==> src/rtl/bldc_pkg.sv <==
// -----------------------------------------------------------------------------
// bldc_pkg
// Shared definitions for the six-step BLDC commutator:
//   - phase drive request encoding (OFF / HIGH / LOW)
//   - phase identifiers A/B/C
//   - hall code -> sector table, sector -> (high phase, low phase) tables
//   - invalid hall codes and small helper functions
// -----------------------------------------------------------------------------
package bldc_pkg;

    typedef enum logic [1:0] {
        PH_OFF  = 2'b00,
        PH_HIGH = 2'b01,
        PH_LOW  = 2'b10
    } phase_t;

    localparam logic [1:0] PHASE_A = 2'd0;
    localparam logic [1:0] PHASE_B = 2'd1;
    localparam logic [1:0] PHASE_C = 2'd2;

    localparam logic [2:0] HALL_FAULT_LO = 3'b000;
    localparam logic [2:0] HALL_FAULT_HI = 3'b111;

    // Indexed by hall code {hall3,hall2,hall1}; fault codes map to 0 but are never used.
    localparam logic [2:0] HALL_TO_SECTOR [0:7] = '{
        3'd0, 3'd5, 3'd3, 3'd4, 3'd1, 3'd0, 3'd2, 3'd0
    };

    // Forward-direction roles per sector; entries 6 and 7 are unreachable padding.
    localparam logic [1:0] SECTOR_HIGH [0:7] = '{
        PHASE_A, PHASE_A, PHASE_B, PHASE_B, PHASE_C, PHASE_C, PHASE_A, PHASE_A
    };
    localparam logic [1:0] SECTOR_LOW [0:7] = '{
        PHASE_B, PHASE_C, PHASE_C, PHASE_A, PHASE_A, PHASE_B, PHASE_A, PHASE_A
    };

    function automatic logic is_hall_fault(input logic [2:0] code);
        return (code == HALL_FAULT_LO) || (code == HALL_FAULT_HI);
    endfunction

    // (new - old) mod 6 for sectors in 0..5
    function automatic logic [2:0] sector_delta(input logic [2:0] new_s, input logic [2:0] old_s);
        logic [3:0] w_sum;
        w_sum = {1'b0, new_s} + 4'd6 - {1'b0, old_s};
        if (w_sum >= 4'd6) begin
            w_sum = w_sum - 4'd6;
        end
        return w_sum[2:0];
    endfunction

    // Request for one phase; rev swaps the high/low roles within the sector.
    function automatic logic [1:0] phase_request(input logic [1:0] ph, input logic [1:0] hi,
                                                 input logic [1:0] lo, input logic rev,
                                                 input logic off);
        logic [1:0] w_req;
        w_req = PH_OFF;
        if (!off) begin
            if (ph == hi) begin
                w_req = rev ? PH_LOW : PH_HIGH;
            end else if (ph == lo) begin
                w_req = rev ? PH_HIGH : PH_LOW;
            end
        end
        return w_req;
    endfunction

endpackage

==> src/rtl/bldc_commutator_deadtime.sv <==
// -----------------------------------------------------------------------------
// bldc_deadtime
// Per-phase gate driver with dead-time insertion.
//   CLK      : system clock
//   reset_n  : asynchronous active-low reset, gates off
//   request  : phase request (PH_OFF / PH_HIGH / PH_LOW)
//   pwm_in   : PWM applied to INH while the phase is HIGH
//   INH, INL : registered gate drives, never both 1
// Any request change forces both gates off for DEADTIME cycles before the new
// request is applied; a change to OFF is applied at once.
// -----------------------------------------------------------------------------
module bldc_deadtime
    import bldc_pkg::*;
#(
    parameter int DEADTIME = 16
) (
    input  logic       CLK,
    input  logic       reset_n,
    input  logic [1:0] request,
    input  logic       pwm_in,
    output logic       INH,
    output logic       INL
);

    localparam int                CNT_W   = $clog2(DEADTIME + 1);
    localparam logic [CNT_W-1:0]  DT_LOAD = CNT_W'(DEADTIME);
    localparam logic [CNT_W-1:0]  CNT_ONE = CNT_W'(1);

    logic [1:0]       r_req_prev;
    logic [1:0]       r_applied;
    logic [CNT_W-1:0] r_cnt;
    logic             r_inh;
    logic             r_inl;

    logic [1:0]       w_applied_next;
    logic [CNT_W-1:0] w_cnt_next;

    // A single applied state drives both gates, so INH and INL cannot overlap.
    always_comb begin
        w_applied_next = r_applied;
        w_cnt_next     = r_cnt;
        if (request != r_req_prev) begin
            w_applied_next = PH_OFF;
            w_cnt_next     = (request == PH_OFF) ? '0 : DT_LOAD;
        end else if (r_cnt != '0) begin
            w_cnt_next = r_cnt - CNT_ONE;
            if (r_cnt == CNT_ONE) begin
                w_applied_next = request;
            end
        end
    end

    always_ff @(posedge CLK or negedge reset_n) begin
        if (!reset_n) begin
            r_req_prev <= PH_OFF;
            r_applied  <= PH_OFF;
            r_cnt      <= '0;
            r_inh      <= 1'b0;
            r_inl      <= 1'b0;
        end else begin
            r_req_prev <= request;
            r_applied  <= w_applied_next;
            r_cnt      <= w_cnt_next;
            r_inh      <= (w_applied_next == PH_HIGH) & pwm_in;
            r_inl      <= (w_applied_next == PH_LOW);
        end
    end

    assign INH = r_inh;
    assign INL = r_inl;

endmodule

==> src/rtl/bldc_commutator.sv <==
// -----------------------------------------------------------------------------
// bldc_commutator
// Six-step BLDC commutation: hall synchroniser + stability filter, sector
// decode, hall-step position, fault/skip/stall flags and dead-timed gates.
//   CLK, reset_n          : 32 MHz clock, asynchronous active-low reset
//   enable                : 1 = drive gates, 0 = all gates off
//   hall[2:0]             : raw asynchronous hall sensors {hall3,hall2,hall1}
//   pwm_in, dir           : PWM for the high side, 0 = forward / 1 = reverse
//   INHA..INLC            : registered active-high gate drives
//   hall_state, sector    : last accepted hall code and its sector 0..5
//   hall_fault, hall_skip : invalid code accepted / one-cycle sector-jump pulse
//   stalled               : no sector change for STALL_TIMEOUT cycles
//   position[23:0]        : signed hall-step count
// -----------------------------------------------------------------------------
module bldc_commutator
    import bldc_pkg::*;
#(
    parameter int DEADTIME      = 16,
    parameter int HALL_FILTER   = 4,
    parameter int STALL_TIMEOUT = 3_200_000
) (
    input  logic        CLK,
    input  logic        reset_n,
    input  logic        enable,
    input  logic [2:0]  hall,
    input  logic        pwm_in,
    input  logic        dir,
    output logic        INHA,
    output logic        INLA,
    output logic        INHB,
    output logic        INLB,
    output logic        INHC,
    output logic        INLC,
    output logic [2:0]  hall_state,
    output logic [2:0]  sector,
    output logic        hall_fault,
    output logic        hall_skip,
    output logic        stalled,
    output logic [23:0] position
);

    localparam int               RUN_W   = $clog2(HALL_FILTER + 1);
    localparam logic [RUN_W-1:0] RUN_MAX = RUN_W'(HALL_FILTER);
    localparam logic [RUN_W-1:0] RUN_ONE = RUN_W'(1);
    localparam int               STL_W   = $clog2(STALL_TIMEOUT + 1);
    localparam logic [STL_W-1:0] STL_MAX = STL_W'(STALL_TIMEOUT);
    localparam logic [STL_W-1:0] STL_ONE = STL_W'(1);

    logic [2:0]        r_hall_sync_p0;
    logic [2:0]        r_hall_sync_p1;
    logic [2:0]        r_hall_prev;
    logic [RUN_W-1:0]  r_run;
    logic [2:0]        r_hall_state;
    logic [2:0]        r_sector;
    logic              r_hall_fault;
    logic              r_hall_skip;
    logic signed [23:0] r_position;
    logic [STL_W-1:0]  r_stall_cnt;

    logic [RUN_W-1:0]  w_run_next;
    logic              w_stable;
    logic [2:0]        w_cand;
    logic              w_cand_fault;
    logic [2:0]        w_new_sector;
    logic [2:0]        w_delta;
    logic              w_sector_change;
    logic              w_force_off;
    logic [1:0]        w_hi;
    logic [1:0]        w_lo;
    logic [1:0]        w_req_a;
    logic [1:0]        w_req_b;
    logic [1:0]        w_req_c;

    // ---- stage p0/p1: two-flop synchroniser on the asynchronous hall pins ----
    always_ff @(posedge CLK or negedge reset_n) begin
        if (!reset_n) begin
            r_hall_sync_p0 <= 3'b000;
            r_hall_sync_p1 <= 3'b000;
        end else begin
            r_hall_sync_p0 <= hall;
            r_hall_sync_p1 <= r_hall_sync_p0;
        end
    end

    // ---- filter: run length of identical synchronised samples, saturating ----
    assign w_cand     = r_hall_sync_p1;
    assign w_run_next = (w_cand != r_hall_prev) ? RUN_ONE :
                        (r_run == RUN_MAX)      ? r_run   : r_run + RUN_ONE;
    // Re-accepting the current code every stable cycle is harmless: delta is 0.
    assign w_stable   = (w_run_next == RUN_MAX);

    always_ff @(posedge CLK or negedge reset_n) begin
        if (!reset_n) begin
            r_hall_prev <= 3'b000;
            r_run       <= '0;
        end else begin
            r_hall_prev <= w_cand;
            r_run       <= w_run_next;
        end
    end

    // ---- decode: sector, position, fault/skip flags, stall counter ----
    assign w_cand_fault    = is_hall_fault(w_cand);
    assign w_new_sector    = HALL_TO_SECTOR[w_cand];
    assign w_delta         = sector_delta(w_new_sector, r_sector);
    assign w_sector_change = w_stable && !w_cand_fault && (w_new_sector != r_sector);

    always_ff @(posedge CLK or negedge reset_n) begin
        if (!reset_n) begin
            r_hall_state <= 3'b000;
            r_sector     <= 3'd0;
            r_hall_fault <= 1'b0;
            r_hall_skip  <= 1'b0;
            r_position   <= '0;
        end else begin
            r_hall_skip <= 1'b0;
            if (w_stable) begin
                r_hall_state <= w_cand;
                if (w_cand_fault) begin
                    r_hall_fault <= 1'b1;
                end else begin
                    r_hall_fault <= 1'b0;
                    r_sector     <= w_new_sector;
                    case (w_delta)
                        3'd1:             r_position <= r_position + 24'sd1;
                        3'd5:             r_position <= r_position - 24'sd1;
                        3'd2, 3'd3, 3'd4: r_hall_skip <= 1'b1;
                        default:          ;
                    endcase
                end
            end
        end
    end

    always_ff @(posedge CLK or negedge reset_n) begin
        if (!reset_n) begin
            r_stall_cnt <= '0;
        end else if (w_sector_change) begin
            r_stall_cnt <= '0;
        end else if (r_stall_cnt != STL_MAX) begin
            r_stall_cnt <= r_stall_cnt + STL_ONE;
        end
    end

    // ---- phase requests and dead-timed gate drivers ----
    // hall_state still holds its 000 reset value until the first code is
    // accepted, so the bridge also stays off before any valid hall reading.
    assign w_force_off = !enable || r_hall_fault || is_hall_fault(r_hall_state);
    assign w_hi        = SECTOR_HIGH[r_sector];
    assign w_lo        = SECTOR_LOW[r_sector];
    assign w_req_a     = phase_request(PHASE_A, w_hi, w_lo, dir, w_force_off);
    assign w_req_b     = phase_request(PHASE_B, w_hi, w_lo, dir, w_force_off);
    assign w_req_c     = phase_request(PHASE_C, w_hi, w_lo, dir, w_force_off);

    bldc_deadtime #(.DEADTIME(DEADTIME)) u_dt_a (
        .CLK(CLK), .reset_n(reset_n), .request(w_req_a), .pwm_in(pwm_in), .INH(INHA), .INL(INLA)
    );
    bldc_deadtime #(.DEADTIME(DEADTIME)) u_dt_b (
        .CLK(CLK), .reset_n(reset_n), .request(w_req_b), .pwm_in(pwm_in), .INH(INHB), .INL(INLB)
    );
    bldc_deadtime #(.DEADTIME(DEADTIME)) u_dt_c (
        .CLK(CLK), .reset_n(reset_n), .request(w_req_c), .pwm_in(pwm_in), .INH(INHC), .INL(INLC)
    );

    assign hall_state = r_hall_state;
    assign sector     = r_sector;
    assign hall_fault = r_hall_fault;
    assign hall_skip  = r_hall_skip;
    assign stalled    = (r_stall_cnt == STL_MAX);
    assign position   = r_position;

endmodule
==> config.mk <==
export PLATFORM = sky130hd
export DESIGN_NAME = bldc_commutator
export DESIGN_NICKNAME = d
export VERILOG_FILES = /design/src/rtl/bldc_pkg.sv /design/src/rtl/bldc_commutator_deadtime.sv /design/src/rtl/bldc_commutator.sv
export SDC_FILE = /design/constraint.sdc
export NUM_CORES = 1
export LEC_CHECK = 0
export CAP_MARGIN = 25
export CELL_PAD_IN_SITES_DETAIL_PLACEMENT = 0
export CELL_PAD_IN_SITES_GLOBAL_PLACEMENT = 2
export CORE_UTILIZATION = 38
export CTS_BUF_LIST = sky130_fd_sc_hd__clkbuf_4
export DETAILED_ROUTE_END_ITERATION = 16
export PLACE_DENSITY_LB_ADDON = 0.3
export SYNTH_ARGS = -nofsm -noshare
export SYNTH_HDL_FRONTEND = slang
export SYNTH_SLANG_ARGS = --single-unit
export TNS_END_PERCENT = 5
==> constraint.sdc <==
create_clock -name CLK -period 6.1 [get_ports CLK]
set_input_delay 1.22 -clock CLK [delete_from_list [all_inputs] [get_ports CLK]]
set_output_delay 1.22 -clock CLK [all_outputs]
set_load 0.01 [all_outputs]
==> summary.md <==
| Metric | Value |
|---|---|
| Largest stage delay on the critical path | 570 ps |
| EDFF count, synth | 0 |
| # DRC | 0 |
| Synth top area cells | dfrtp_1 (44%), nor2_1 (5.6%), ha_1 (5.5%), xor2_1 (5.0%), xnor2_1 (3.6%) |
| Required @ worst endpoint | 6500 ps |
| Finish-stage setup viols | 0 |
| Post-route setup slack | 1790 ps |
| # Post-CTS Setup Buffers | 0 |
| Met1 Use GR | 24.7% |
| Most frequent cells in the layout | dfrtp_1 (99), nor2_1 (85), clkdlybuf4s50_1 (45) |
| Synth Warn # | 0 |
| Clock Skew | 14.1 ps |
| Arr. time, crit path | 4710 ps |
| Antenna cells | 0 |
| Die height | 124 µm |
| Worst Max-Slew Pin Slew | 700 ps |
| Mapped Area | 5660 µm² |
| Largest area contributor in the netlist | dfrtp_1 |
| Leakage Power | 0.00285 µW |
| Fmax | 0.232 GHz |
| Syn Area/Cell | 9.46 µm² |
| Routed WL | 12.5 mm |
| Commonest non-fill, non-tap cell in the layout | dfrtp_1 |
| Critical path launch point type | flip-flop |
| Final min period | 4310 ps |
| MaxCap Viol Count | 0 |
| # rows | 44 |
| Seq pwr share | 47.7% |
| Die area | 15400 µm² |
| Slew Limit Headroom | 53.2% |
| Pre-antenna DRT Iters | 4 |
| Sw Pwr | 608 µW |
| Chip width | 124 µm |
| Insertion delay to the later sink of the worst-skew pair | 460 ps |
| Async SR Flop Fraction | 100% |
| GRT busiest layer | met2 |
| Netlist cell types | 66 |
| Clock power share | 22.2% |
| Worst hold path class | reg -> reg |
| Root buf cell | clkbuf_4 |
| Pint | 1150 µW |
| Drt initial violations | 185 |
| Compound-Gate Fraction of Synth Area | 9.16% |
| Worst Setup Path Type | reg -> reg |
| Core area | 14500 µm² |
| Clock Path Buffers | 2 |
| Outcome | complete, no violations |
| Setup WS pre-CTS | 1780 ps |
| Final setup TNS | 0 ps |
| Worst path most repeated cell | ha_1 |
| Total GRT Usage | 17.3% |
| Largest net degree at the start of global routing | 52 |
| Initial Util | 38.9% |
| Wire per inst | 15.2 µm |
| Vias in the first global route | 4123 |
| RSZ-0062 raised after global routing | false |
| Synth Area in Adders | 5.88% |
| DP Wirelength | 8.67 mm |
| FF+latch count, synth | 99 |
| Share of layout cells above drive strength 1 | 5.95% |
| Met2 Use GR | 26.3% |
| Net Count, Synth | 632 |
| Fillers | 1439 |
| Routed vias/inst | 5.36 |
| Fin crit share | 70.6% |
| Syn-to-layout area delta | 13.8% |
| GR Overflow Total | 0 |
| CTS buffer count | 9 |
| Power consumption | 1760 µW |
| Vias | 4412 |
| Slowest library cell on the worst path | a2111oi_1 |
| Sequential cell area fraction in the yosys report | 43.8% |
| CTS Sinks | 99 |
| Xor/xnor cell area share of the yosys netlist | 8.80% |
| Post-CTS sizing | 0 |
| Antenna violations before repair | 0 |
| First-pass GRT wire length | 20.5 mm |
| Fin util | 44.3% |
| Combinational power share | 30.1% |
| Critical-path maximum fanout | 8 |
| Post-synth top area share | 43.8% |
| Switching fraction of total power | 34.6% |
| CTS tree | done |
| RePlAce Congestion | 0.811 |
| I/O Buffers | 46 |
| Worst-path clk slew | 150 ps |
| Grt met3 use | 2.43% |
| P per Cell Area | 273 nW/µm² |
| Largest family of logic cells by synthesized area | simple AND/OR/NAND/NOR gates |
| I/O Pins | 47 |
| Final antenna-violating net count | 0 |
| Critical-path cell list | inv_1 > ha_1 > mux2i_1 > ha_1 > inv_1 > ha_1 > fa_1 > nor3b_1 > mux2i_4 > xnor2_1 > ha_1 > nor2_1 > nand4b_1 > a2111oi_1 > nand2_1 > a21oi_1 > xor2_1 |
| Hold_buf cts | 0 |
| Setup crit end kind | flip-flop |
| Cells after synthesis | 598 |
| Fin nets | 669 |
| Slew Viols, Final | 0 |
| Post-synthesis mux area share | 3.89% |
| Max VDD drop | 0.111 mV |
| Htree depth | 3 |
| Hold Vio Cnt, Final | 0 |
| Main synth FF type | dfrtp_1 |
| Synth Area in Simple Gates | 24.9% |
==> area by class of cell <==
type | count | area, µm² | area share [%]
multi-input cells | 448 | 2990 | 46.4
flip-flops and latches | 99 | 2480 | 38.5
repair buffers | 50 | 488 | 7.58
well taps | 184 | 230 | 3.58
inverters | 27 | 101 | 1.57
clock inverters | 5 | 78.8 | 1.22
clock buffers | 10 | 75.1 | 1.17
==> power by group through the flow <==
| stage | Combinational, µW | Sequential, µW | Clock [µW] |
|---|---|---|---|
| after floorplan | 403 | 834 | 0 |
| after global placement | 518 | 848 | 0 |
| after detailed placement | 529 | 852 | 0 |
| after CTS | 534 | 839 | 407 |
| after global routing | 602 | 854 | 432 |
| final | 530 | 838 | 389 |
==> through the flow <==
stage	instance area [µm²]	std cells	hold WS [ps]
after floorplan	5660	598	331
after CTS	6440	823	369
final	6440	823	366
after global placement	6280	808	339
after detailed placement	6280	808	337
after global routing	6440	823	372
==> state kept, by name (all words and copies together) (netlist names), 3 cells and up <==
register	flops
r_hall_prev	3
r_hall_sync_p1	3
u_dt_b.r_cnt	5
position	24
hall_state	3
sector	3
u_dt_c.r_cnt	5
r_run	3
u_dt_a.r_cnt	5
r_stall_cnt	22
r_hall_sync_p0	3
==> layer usage <==
| metal | vias to the layer above | share of wire, % | wire length, µm |
|---|---|---|---|
| li1 | 2165 | - | - |
| met1 | 2164 | 51 | 6350 |
| met2 | 66 | 45 | 5630 |
| met3 | 17 | 2.4 | 301 |
| met4 | 0 | 2.0 | 250 |
| met5 | - | 0 | 0 |
==> worst max-delay path: cells and delay by family (launching register included) <==
family / cells / cell delay [ps]
multiplexers: 2 / 330
buffers and inverters: 2 / 140
XOR/XNOR: 2 / 310
flip-flops: 1 / 440
AO/OA/AOI/OAI: 2 / 730
adder cells (fa/ha/maj): 5 / 1490
AND/OR/NAND/NOR: 4 / 810
==> cell usage after synthesis (all sizes together) (11+ instances only) <==
| library cell | n |
|---|---|
| xnor2 | 23 |
| clkbuf | 12 |
| nand2 | 41 |
| nor2 | 85 |
| o21ai | 11 |
| nor3 | 21 |
| nor4 | 17 |
| inv | 27 |
| a21oi | 25 |
| nor2b | 11 |
| xor2 | 33 |
| buf | 12 |
| mux2i | 13 |
| ha | 25 |
| dfrtp | 99 |
| nand4 | 13 |
| nand3 | 23 |
==> worst paths after layout <==
path	startpoint	endpoint	slack, ps	cells past startpoint
max reg2reg	r_hall_sync_p1[0]	position[18]	1790	17
max	r_hall_sync_p1[0]	position[18]	1790	17
min in group asynchronous	reset_n	hall_state[1]	780	1
min	r_hall_sync_p0[2]	r_hall_sync_p1[2]	370	0
max in group asynchronous	reset_n	position[8]	4260	2
min reg2reg	r_hall_sync_p0[2]	r_hall_sync_p1[2]	370	0
==> cells by family after synthesis <==
group	after synthesis
AO/OA/AOI/OAI	76
XOR/XNOR	56
adder cells (fa/ha/maj)	26
buffers and inverters	51
flip-flops	99
multiplexers	21
AND/OR/NAND/NOR	269
Power figures use the tool's default switching activity.
